$ cat src/rtl/pp_pipeline_accel_resize_coord_sched.sv
// Resize source-coordinate scheduler: issues output indices to the scale pipeline, tracks
// in-flight results through its ce-stalled latency, clamps and streams (int, frac) downstream.
module pp_pipeline_accel_resize_coord_sched #(
    parameter int unsigned IDX_W   = 20,
    parameter int unsigned SCALE_W = 48,
    parameter int unsigned RES_W   = 42,
    parameter int unsigned FRAC_W  = 16,
    parameter int unsigned LATENCY = 6
) (
    input  logic               ap_clk,
    input  logic               ap_rst,
    input  logic               start_valid,
    output logic               start_ready,
    input  logic [IDX_W-1:0]   cfg_count,
    input  logic [SCALE_W-1:0] cfg_scale,
    input  logic [IDX_W-1:0]   cfg_in_size,
    output logic [31:0]        cmp_index,
    output logic [SCALE_W-1:0] cmp_scale,
    output logic               cmp_ce,
    input  logic [RES_W-1:0]   cmp_result,
    output logic               out_valid,
    input  logic               out_ready,
    output logic [IDX_W-1:0]   out_int,
    output logic [FRAC_W-1:0]  out_frac,
    output logic               out_last,
    output logic               busy,
    output logic               done
);

    // Number of fraction bits in the pipeline result (22 for Q20.22).
    localparam int unsigned FixW = RES_W - IDX_W;

    typedef enum logic [1:0] {StIdle, StRun, StDrain, StDone} state_e;

    state_e               state_q, state_d;
    logic [IDX_W-1:0]     count_q, count_d;
    logic [SCALE_W-1:0]   scale_q, scale_d;
    logic [IDX_W-1:0]     clamp_max_q, clamp_max_d;
    logic [IDX_W-1:0]     issue_cnt_q, issue_cnt_d;
    logic [IDX_W-1:0]     out_cnt_q, out_cnt_d;
    logic [LATENCY-1:0]   vld_sr_q, vld_sr_d;
    logic                 out_valid_q, out_valid_d;
    logic [IDX_W-1:0]     out_int_q, out_int_d;
    logic [FRAC_W-1:0]    out_frac_q, out_frac_d;
    logic                 out_last_q, out_last_d;

    logic                 active;
    logic                 ce;
    logic                 capture;
    logic [IDX_W-1:0]     count_m1;
    logic [IDX_W-1:0]     res_int;
    logic [FRAC_W-1:0]    res_frac;
    logic [IDX_W-1:0]     clamp_int;
    logic [FRAC_W-1:0]    clamp_frac;

    assign active   = (state_q == StRun) || (state_q == StDrain);
    assign ce       = active && (!out_valid_q || out_ready);
    assign capture  = ce && vld_sr_q[LATENCY-1];
    assign count_m1 = count_q - IDX_W'(1);
    assign res_int  = cmp_result[FixW +: IDX_W];
    assign res_frac = cmp_result[FixW-1 -: FRAC_W];

    always_comb begin
        clamp_int  = res_int;
        clamp_frac = res_frac;
        if (cmp_result[RES_W-1]) begin
            clamp_int  = '0;
            clamp_frac = '0;
        end else if (res_int >= clamp_max_q) begin
            clamp_int  = clamp_max_q;
            clamp_frac = '0;
        end
    end

    always_comb begin
        state_d     = state_q;
        count_d     = count_q;
        scale_d     = scale_q;
        clamp_max_d = clamp_max_q;
        issue_cnt_d = issue_cnt_q;
        out_cnt_d   = out_cnt_q;
        vld_sr_d    = vld_sr_q;
        out_valid_d = out_valid_q;
        out_int_d   = out_int_q;
        out_frac_d  = out_frac_q;
        out_last_d  = out_last_q;

        unique case (state_q)
            StIdle: begin
                if (start_valid) begin
                    count_d     = cfg_count;
                    scale_d     = cfg_scale;
                    // in_size of 0 behaves like 1, so the clamp limit is 0 either way.
                    clamp_max_d = (cfg_in_size == '0) ? '0 : cfg_in_size - IDX_W'(1);
                    issue_cnt_d = '0;
                    out_cnt_d   = '0;
                    vld_sr_d    = '0;
                    state_d     = (cfg_count == '0) ? StDone : StRun;
                end
            end
            StRun: begin
                if (ce) begin
                    vld_sr_d    = (vld_sr_q << 1) | LATENCY'(1);
                    issue_cnt_d = issue_cnt_q + IDX_W'(1);
                    if (issue_cnt_q == count_m1) begin
                        state_d = StDrain;
                    end
                end
            end
            StDrain: begin
                if (ce) begin
                    vld_sr_d = vld_sr_q << 1;
                end
                if ((vld_sr_q == '0) && out_valid_q && out_ready && out_last_q) begin
                    state_d = StDone;
                end
            end
            StDone: begin
                state_d = StIdle;
            end
            default: begin
                state_d = StIdle;
            end
        endcase

        // Capture wins over a plain accept so a back-to-back handoff keeps out_valid high.
        if (capture) begin
            out_valid_d = 1'b1;
            out_int_d   = clamp_int;
            out_frac_d  = clamp_frac;
            out_last_d  = (out_cnt_q == count_m1);
            out_cnt_d   = out_cnt_q + IDX_W'(1);
        end else if (out_valid_q && out_ready) begin
            out_valid_d = 1'b0;
        end
    end

    always_ff @(posedge ap_clk or posedge ap_rst) begin
        if (ap_rst) begin
            state_q     <= StIdle;
            count_q     <= '0;
            scale_q     <= '0;
            clamp_max_q <= '0;
            issue_cnt_q <= '0;
            out_cnt_q   <= '0;
            vld_sr_q    <= '0;
            out_valid_q <= 1'b0;
            out_int_q   <= '0;
            out_frac_q  <= '0;
            out_last_q  <= 1'b0;
        end else begin
            state_q     <= state_d;
            count_q     <= count_d;
            scale_q     <= scale_d;
            clamp_max_q <= clamp_max_d;
            issue_cnt_q <= issue_cnt_d;
            out_cnt_q   <= out_cnt_d;
            vld_sr_q    <= vld_sr_d;
            out_valid_q <= out_valid_d;
            out_int_q   <= out_int_d;
            out_frac_q  <= out_frac_d;
            out_last_q  <= out_last_d;
        end
    end

    assign start_ready = (state_q == StIdle);
    assign busy        = (state_q != StIdle);
    assign done        = (state_q == StDone);
    assign cmp_index   = 32'(issue_cnt_q);
    assign cmp_scale   = scale_q;
    assign cmp_ce      = ce;
    assign out_valid   = out_valid_q;
    assign out_int     = out_int_q;
    assign out_frac    = out_frac_q;
    assign out_last    = out_last_q;

endmodule
$ cat config.mk
export PLATFORM = sky130hd
export DESIGN_NAME = pp_pipeline_accel_resize_coord_sched
export DESIGN_NICKNAME = d
export VERILOG_FILES = /design/src/rtl/pp_pipeline_accel_resize_coord_sched.sv
export SDC_FILE = /design/constraint.sdc
export NUM_CORES = 1
export LEC_CHECK = 0
export CAP_MARGIN = 25
export CORE_ASPECT_RATIO = 0.5
export CORE_MARGIN = 10
export CORE_UTILIZATION = 44
export DETAILED_ROUTE_END_ITERATION = 6
export GPL_TIMING_DRIVEN = 0
export HOLD_SLACK_MARGIN = 0.03
export PLACE_DENSITY = 0.85
export RECOVER_POWER = 25
export REMOVE_ABC_BUFFERS = 1
export SYNTH_ARGS = -nofsm -noshare
export SYNTH_HDL_FRONTEND = slang
export SYNTH_SLANG_ARGS = --single-unit
export TNS_END_PERCENT = 100
$ cat constraint.sdc
create_clock -name ap_clk -period 5.9 [get_ports ap_clk]
set_input_delay 0.885 -clock ap_clk [delete_from_list [all_inputs] [get_ports ap_clk]]
set_output_delay 0.885 -clock ap_clk [all_outputs]
set_load 0.005 [all_outputs]
=== Word-level counts from Yosys, hierarchy flattened ===
Index checks and enable logic that the tools add are counted.

* Register bits after elaboration: 174
* Output and inout port bits: 122

* Add/sub/neg operators: 4
* Muxes and demuxes: 22
* Equal/unequal tests: 10
* Reduce and logical (&&, ||, !) cells: 24
* Order comparisons: 1

{| class="wikitable"
|+ Operator list
! cell !! number
|-
| 2-to-1 mux 20 bit || 7
|-
| adder 20 x 1 -> 20 bit (second input constant) || 2
|-
| == test 20 bit || 2
|-
| logical NOT 20 bit || 2
|-
| case mux 20 bit (2 select lines) || 1
|-
| subtractor 20 x 1 -> 20 bit (second input constant) || 2
|-
| 2-to-1 mux 16 bit || 2
|-
| >= comparator 20 bit || 1
|-
| 2-to-1 mux 6 bit || 3
|-
| case mux 6 bit (3 select lines) || 1
|-
| 2-to-1 mux 2 bit || 5
|-
| nonzero test 2 bit || 5
|-
| case mux 2 bit (4 select lines) || 1
|-
| AND reduction 4 bit || 2
|-
| logical AND 1 bit || 6
|-
| logical NOT 6 bit || 1
|-
| != test 2 bit (second input constant) || 3
|-
| == test 2 bit (second input constant) || 2
|-
| != test 2 x 1 -> 1 bit (second input constant) || 2
|-
| AND reduction 2 bit || 2
|-
| AND reduction 3 bit || 1
|-
| nonzero test 3 bit || 1
|-
| == test 2 x 1 -> 1 bit (second input constant) || 1
|-
| logical NOT 2 bit || 1
|-
| 3 further kinds || 5
|}

=== Depth between registers and ports, before layout ===
* Depth after elaboration: 6
* Mapped depth: 12
* Gate-level depth less buffers: 10

=== Worst setup path after synthesis ===
Ideal clock, no wire load.

* Path kind: input-to-reg
* Start point: input cfg_in_size[0]
* End point: register clamp_max_q[10]
* Arrival: 2.954 ns
* Slack: 2.813 ns
* Stages: 9
* Data required time: 5.767 ns
* Path buffers: 1
* Cells stage by stage: inv_1 -> ha_1 -> nand2_1 -> or4_1 -> nand2b_1 -> nor4_1 -> a21o_1 -> clkbuf_1 -> o21ai_0

* Word-level cells in the longest chain between the ends: 2
* Elaborated cells between the ends (all ways): 3
* Those cells by class: 1 x add/sub; 1 x mux; 1 x reduce/logical

{| class="wikitable"
|+ Ends and longest elaborated chain
! item !! RTL line !! text
|-
| start: declaration || 16 || <nowiki>input logic [IDX_W-1:0] cfg_in_size,</nowiki>
|-
| subtractor 20 x 1 -> 20 bit / logical NOT 20 bit (equally long branches) || 94 || <nowiki>clamp_max_d = (cfg_in_size == '0) ? '0 : cfg_in_size - IDX_W'(1);</nowiki>
|-
| 2-to-1 mux 20 bit * || 94 ||
|-
| end signal: assignment || 155 || <nowiki>clamp_max_q <= clamp_max_d;</nowiki>
|-
| end: declaration || 38 || <nowiki>logic [IDX_W-1:0] clamp_max_q, clamp_max_d;</nowiki>
|}

Mark *: on every way between the ends. The rest lies on a longest branch, timed or not.
A chain may end at the register's enable or synchronous reset.

=== Worst setup path in the final report ===
* Start point: input out_ready
* End point: register out_cnt_q[19]

* Word-level cells in the longest chain between the ends: 5
* Elaborated cells between the ends (all ways): 7
* Those cells by class: 1 x mux; 6 x reduce/logical

{| class="wikitable"
|+ Ends and longest elaborated chain
! item !! RTL line !! text
|-
| start: declaration || 22 || <nowiki>input logic out_ready,</nowiki>
|-
| logical OR 1 bit * || 57 || <nowiki>assign ce = active && (!out_valid_q || out_ready);</nowiki>
|-
| logical AND 1 bit * || 57 ||
|-
| logical AND 1 bit * || 58 || <nowiki>assign capture = ce && vld_sr_q[LATENCY-1];</nowiki>
|-
| nonzero test 2 bit (no source line) || - ||
|-
| AND reduction 2 bit (no source line) || - ||
|-
| end signal: assignment || 157 || <nowiki>out_cnt_q <= out_cnt_d;</nowiki>
|-
| end: declaration || 40 || <nowiki>logic [IDX_W-1:0] out_cnt_q, out_cnt_d;</nowiki>
|}

Marks and branches as above.

==> results.md <==
- Leak: 5.317 nW
- DP Area: 0.01193 mm²
- Number of CTS-inserted buffers: 17
- Post-route cell area: 0.01249 mm²
- Layout area overhead: 34.08%
- Post-synth EDFFs: 0
- Slowest-stage cell, CP: dlygate4sd3_1
- Post-DRT Antenna Nets: 0
- Non-Filler Instances: 1399
- Area contributors post-synth: dfrtp_1 (47%), mux2_2 (8.3%), xnor2_1 (4.8%), ha_1 (3.8%), o21ai_0 (3.5%)
- DIE WIDTH: 225.8 µm
- Clk_skew: 0.008724 ns
- RSZ-0062 raised after global routing: false
- Worst VDD drop: 260.7 µV
- # fillers: 1699
- Sequential area share after synthesis: 0.4675
- CTS Hold Bufs: 0
- Mapped cell area: 0.009314 mm²
- PortBufs: 237
- DP Cell Count: 1365
- DIE HEIGHT: 122.9 µm
- Relative slew slack: -0.5566
- Post-CTS Setup Inserts: 0
- Crit path max fanout: 35
- Total grt overflow: 0
- Top_reg_cell synth: dfrtp_1
- Reg2Reg Setup Slack: 2.41 ns
- Die Area: 0.02774 mm²
- Cell Pwr Density: 433.1 mW/mm²
- Root buf cell: clkbuf_16
- CP cell instances: dlygate4sd3_1, nand2b_1, nand2_1, inv_1, nand2_2, buf_12, or3_1, nand2b_1, or2_2, o211ai_1, o31ai_1
- Fin crit share: 0.6009
- Nature of the critical path startpoint: primary input
- Hpwl dp: 20.74 mm
- Delay-heaviest family, CP: simple AND/OR/NAND/NOR gates
- First-pass GRT wire length: 41.75 mm
- Starting density of the core: 0.4501
- CTS Sinks: 174
- Clk pin slew, worst setup/hold paths: 0.07 ns
- Post-synth ARST share: 1.000
- Vias per cell: 5.345
- Final hold viol count: 0
- I/O pin count: 256
- DRT Pass-1 Iters: 5
- Final setup TNS: 0 ns
- Worst skew pair latency: 0.43 ns
- Row Count: 37
- Detailed Route WL: 26.85 mm
- Max Buffers Root-to-Sink: 2
- Worst slew pin tran: 2.322 ns
- Yosys top cell area share: 0.4675
- CP peak stage delay: 0.54 ns
- Register bit total from synthesis: 174
- Routed WL per cell: 19.19 µm
- Req. time, crit path: 6.21 ns
- Fmax: 282.0 MHz
- HP Class: reg2reg
- Pins Over Slew Limit: 50
- Finished Core Util: 0.6035
- Vias: 7478
- CP Capture Type: flop
- Outcome: finished, violations left
- Vias in the first global route: 7598
- WS Path Type: in2reg
- Mapped Cells: 895
- Min cycle time layout: 3.546 ns
- Synth area leader: dfrtp_1
- Critical Path AT: 3.85 ns
- Drt initial violations: 485
- Largest net degree at the start of global routing: 126
- Initial antenna violation count: 2
- Number of library cell types mapped by synthesis: 59
- GPL Wtd Cong: 0.8835
- Number of max-cap violations: 1
- Post-route DRC: 0
- Total Routing Usage GR: 0.1897
- Resized Gates After CTS: 0
- Failing checks: capacitance limit, slew limit
- Core area: 0.02069 mm²
- Worst path most repeated cell: nand2b_1
- Endpoints failing setup: 0
- CTS tree: built
- Crit path buf inv count: 3
- Syn avg cell area: 10.41 µm²
- H-tree depth: 4
- Nets@finish: 1273
- Worst hold slack: 0.4867 ns
- Ys Warns: 0
- Layout cells sized above 1: 0.1068
layer usage:
metal | global-route usage | vias to the layer above | share of wire
met3 | 0.03286 | 32 | 0.036
met4 | 0.06918 | 0 | 0.021
met2 | 0.3469 | 158 | 0.53
li1 | - | 3571 | -
met5 | 0 | - | 0
met1 | 0.2217 | 3717 | 0.42
cell type report:
type	instances	area, µm²	share of cell area
clock inverter	12	111.4	0.008917
timing repair buffer	243	2485	0.1990
sequential	174	4354	0.3487
clock buffer	20	456.7	0.03657
multi-input combinational	629	4561	0.3652
tap	273	341.6	0.02735
inverter	46	173.9	0.01393
antenna	2	5.005	0.0004008
flip-flops by register name, indices dropped and copies added (netlist names):
name,flops
state_q,2
out_int,20
out_cnt_q,20
vld_sr_q,6
clamp_max_q,20
issue_cnt_q,20
out_valid,1
out_last,1
cmp_scale,48
out_frac,16
count_q,20
logic make-up (layout without fill, tap and decap cells):
logic type / count (synthesis) / in the layout / synth area share
buf+inv: 103 / 321 / 0.04850
fa+ha+maj: 28 / 28 / 0.03761
flops: 174 / 174 / 0.4675
compound gates: 154 / 154 / 0.1049
simple gates: 254 / 254 / 0.1431
other cells: 1 / 14 / 0.0004026
xor+xnor: 87 / 87 / 0.08772
mux: 94 / 94 / 0.1103
synthesized netlist by cell type, types with 14 or more instances:
cell,n
xnor2_1,51
mux2_2,69
nand3_1,31
a22o_1,16
a21o_1,14
nand4_1,20
xor2_1,32
nand2_1,80
inv_1,46
mux2i_1,25
nor2_1,36
clkbuf_1,32
dfrtp_1,174
a21oi_1,23
ha_1,28
o21ai_0,65
nor4_1,19
worst paths after layout:
kind                             from       endpoint  depth (start not counted)
setup / recovery            out_ready  out_cnt_q[19]                         11
hold / removal             out_int[7]     out_int[7]                          2
hold reg to reg            out_int[7]     out_int[7]                          2
min in group asynchronous      ap_rst  cmp_scale[32]                          2
setup reg to reg           count_q[2]     state_q[1]                          8
max in group asynchronous      ap_rst    count_q[14]                          3
report_power, final:
group          switching (mW)  internal, mW  leakage, nW
sequential              0.393          1.61         2.23
combinational           0.989          1.32         2.81
clock                   0.491         0.606        0.273
per-stage QoR:
step	total power [mW]	setup WS (ns)
4_1_cts	5.448	2.391
5_1_grt	5.730	2.060
2_1_floorplan	3.224	0.2982
3_3_place_gp	4.239	-1.750
6_report	5.408	2.354
3_5_place_dp	4.329	1.968
worst reg2reg max path, stage by stage, from the launching register on:
cell and delay, ns:
dfrtp_1 0.52, or4_4 0.63, or4_4 0.63, or3_1 0.40
xnor2_1 0.15, nor4_1 0.21, nand4_1 0.31, a21oi_2 0.30
mux2i_1 0.25
layout by cell type (no fill, tap or decap), types with 3 or more instances in the layout:
master / n
a21o_1: 14
a21oi_1: 22
a22o_1: 16
and3_1: 5
and4_1: 6
clkbuf_16: 17
clkdlybuf4s50_1: 234
clkinv_2: 3
clkinv_4: 3
clkinvlp_4: 3
conb_1: 12
dfrtp_1: 174
dlygate4sd3_1: 3
ha_1: 28
inv_1: 45
mux2_2: 69
mux2i_1: 25
nand2_1: 79
nand2b_1: 5
nand3_1: 31
nand4_1: 20
nor2_1: 36
nor2b_1: 6
nor3_1: 13
nor4_1: 19
o211ai_1: 5
o21ai_0: 65
o22ai_1: 3
o31ai_1: 11
or3_1: 8
or4_1: 8
xnor2_1: 51
xnor3_1: 4
xor2_1: 32
Power figures use the tool's default switching activity.
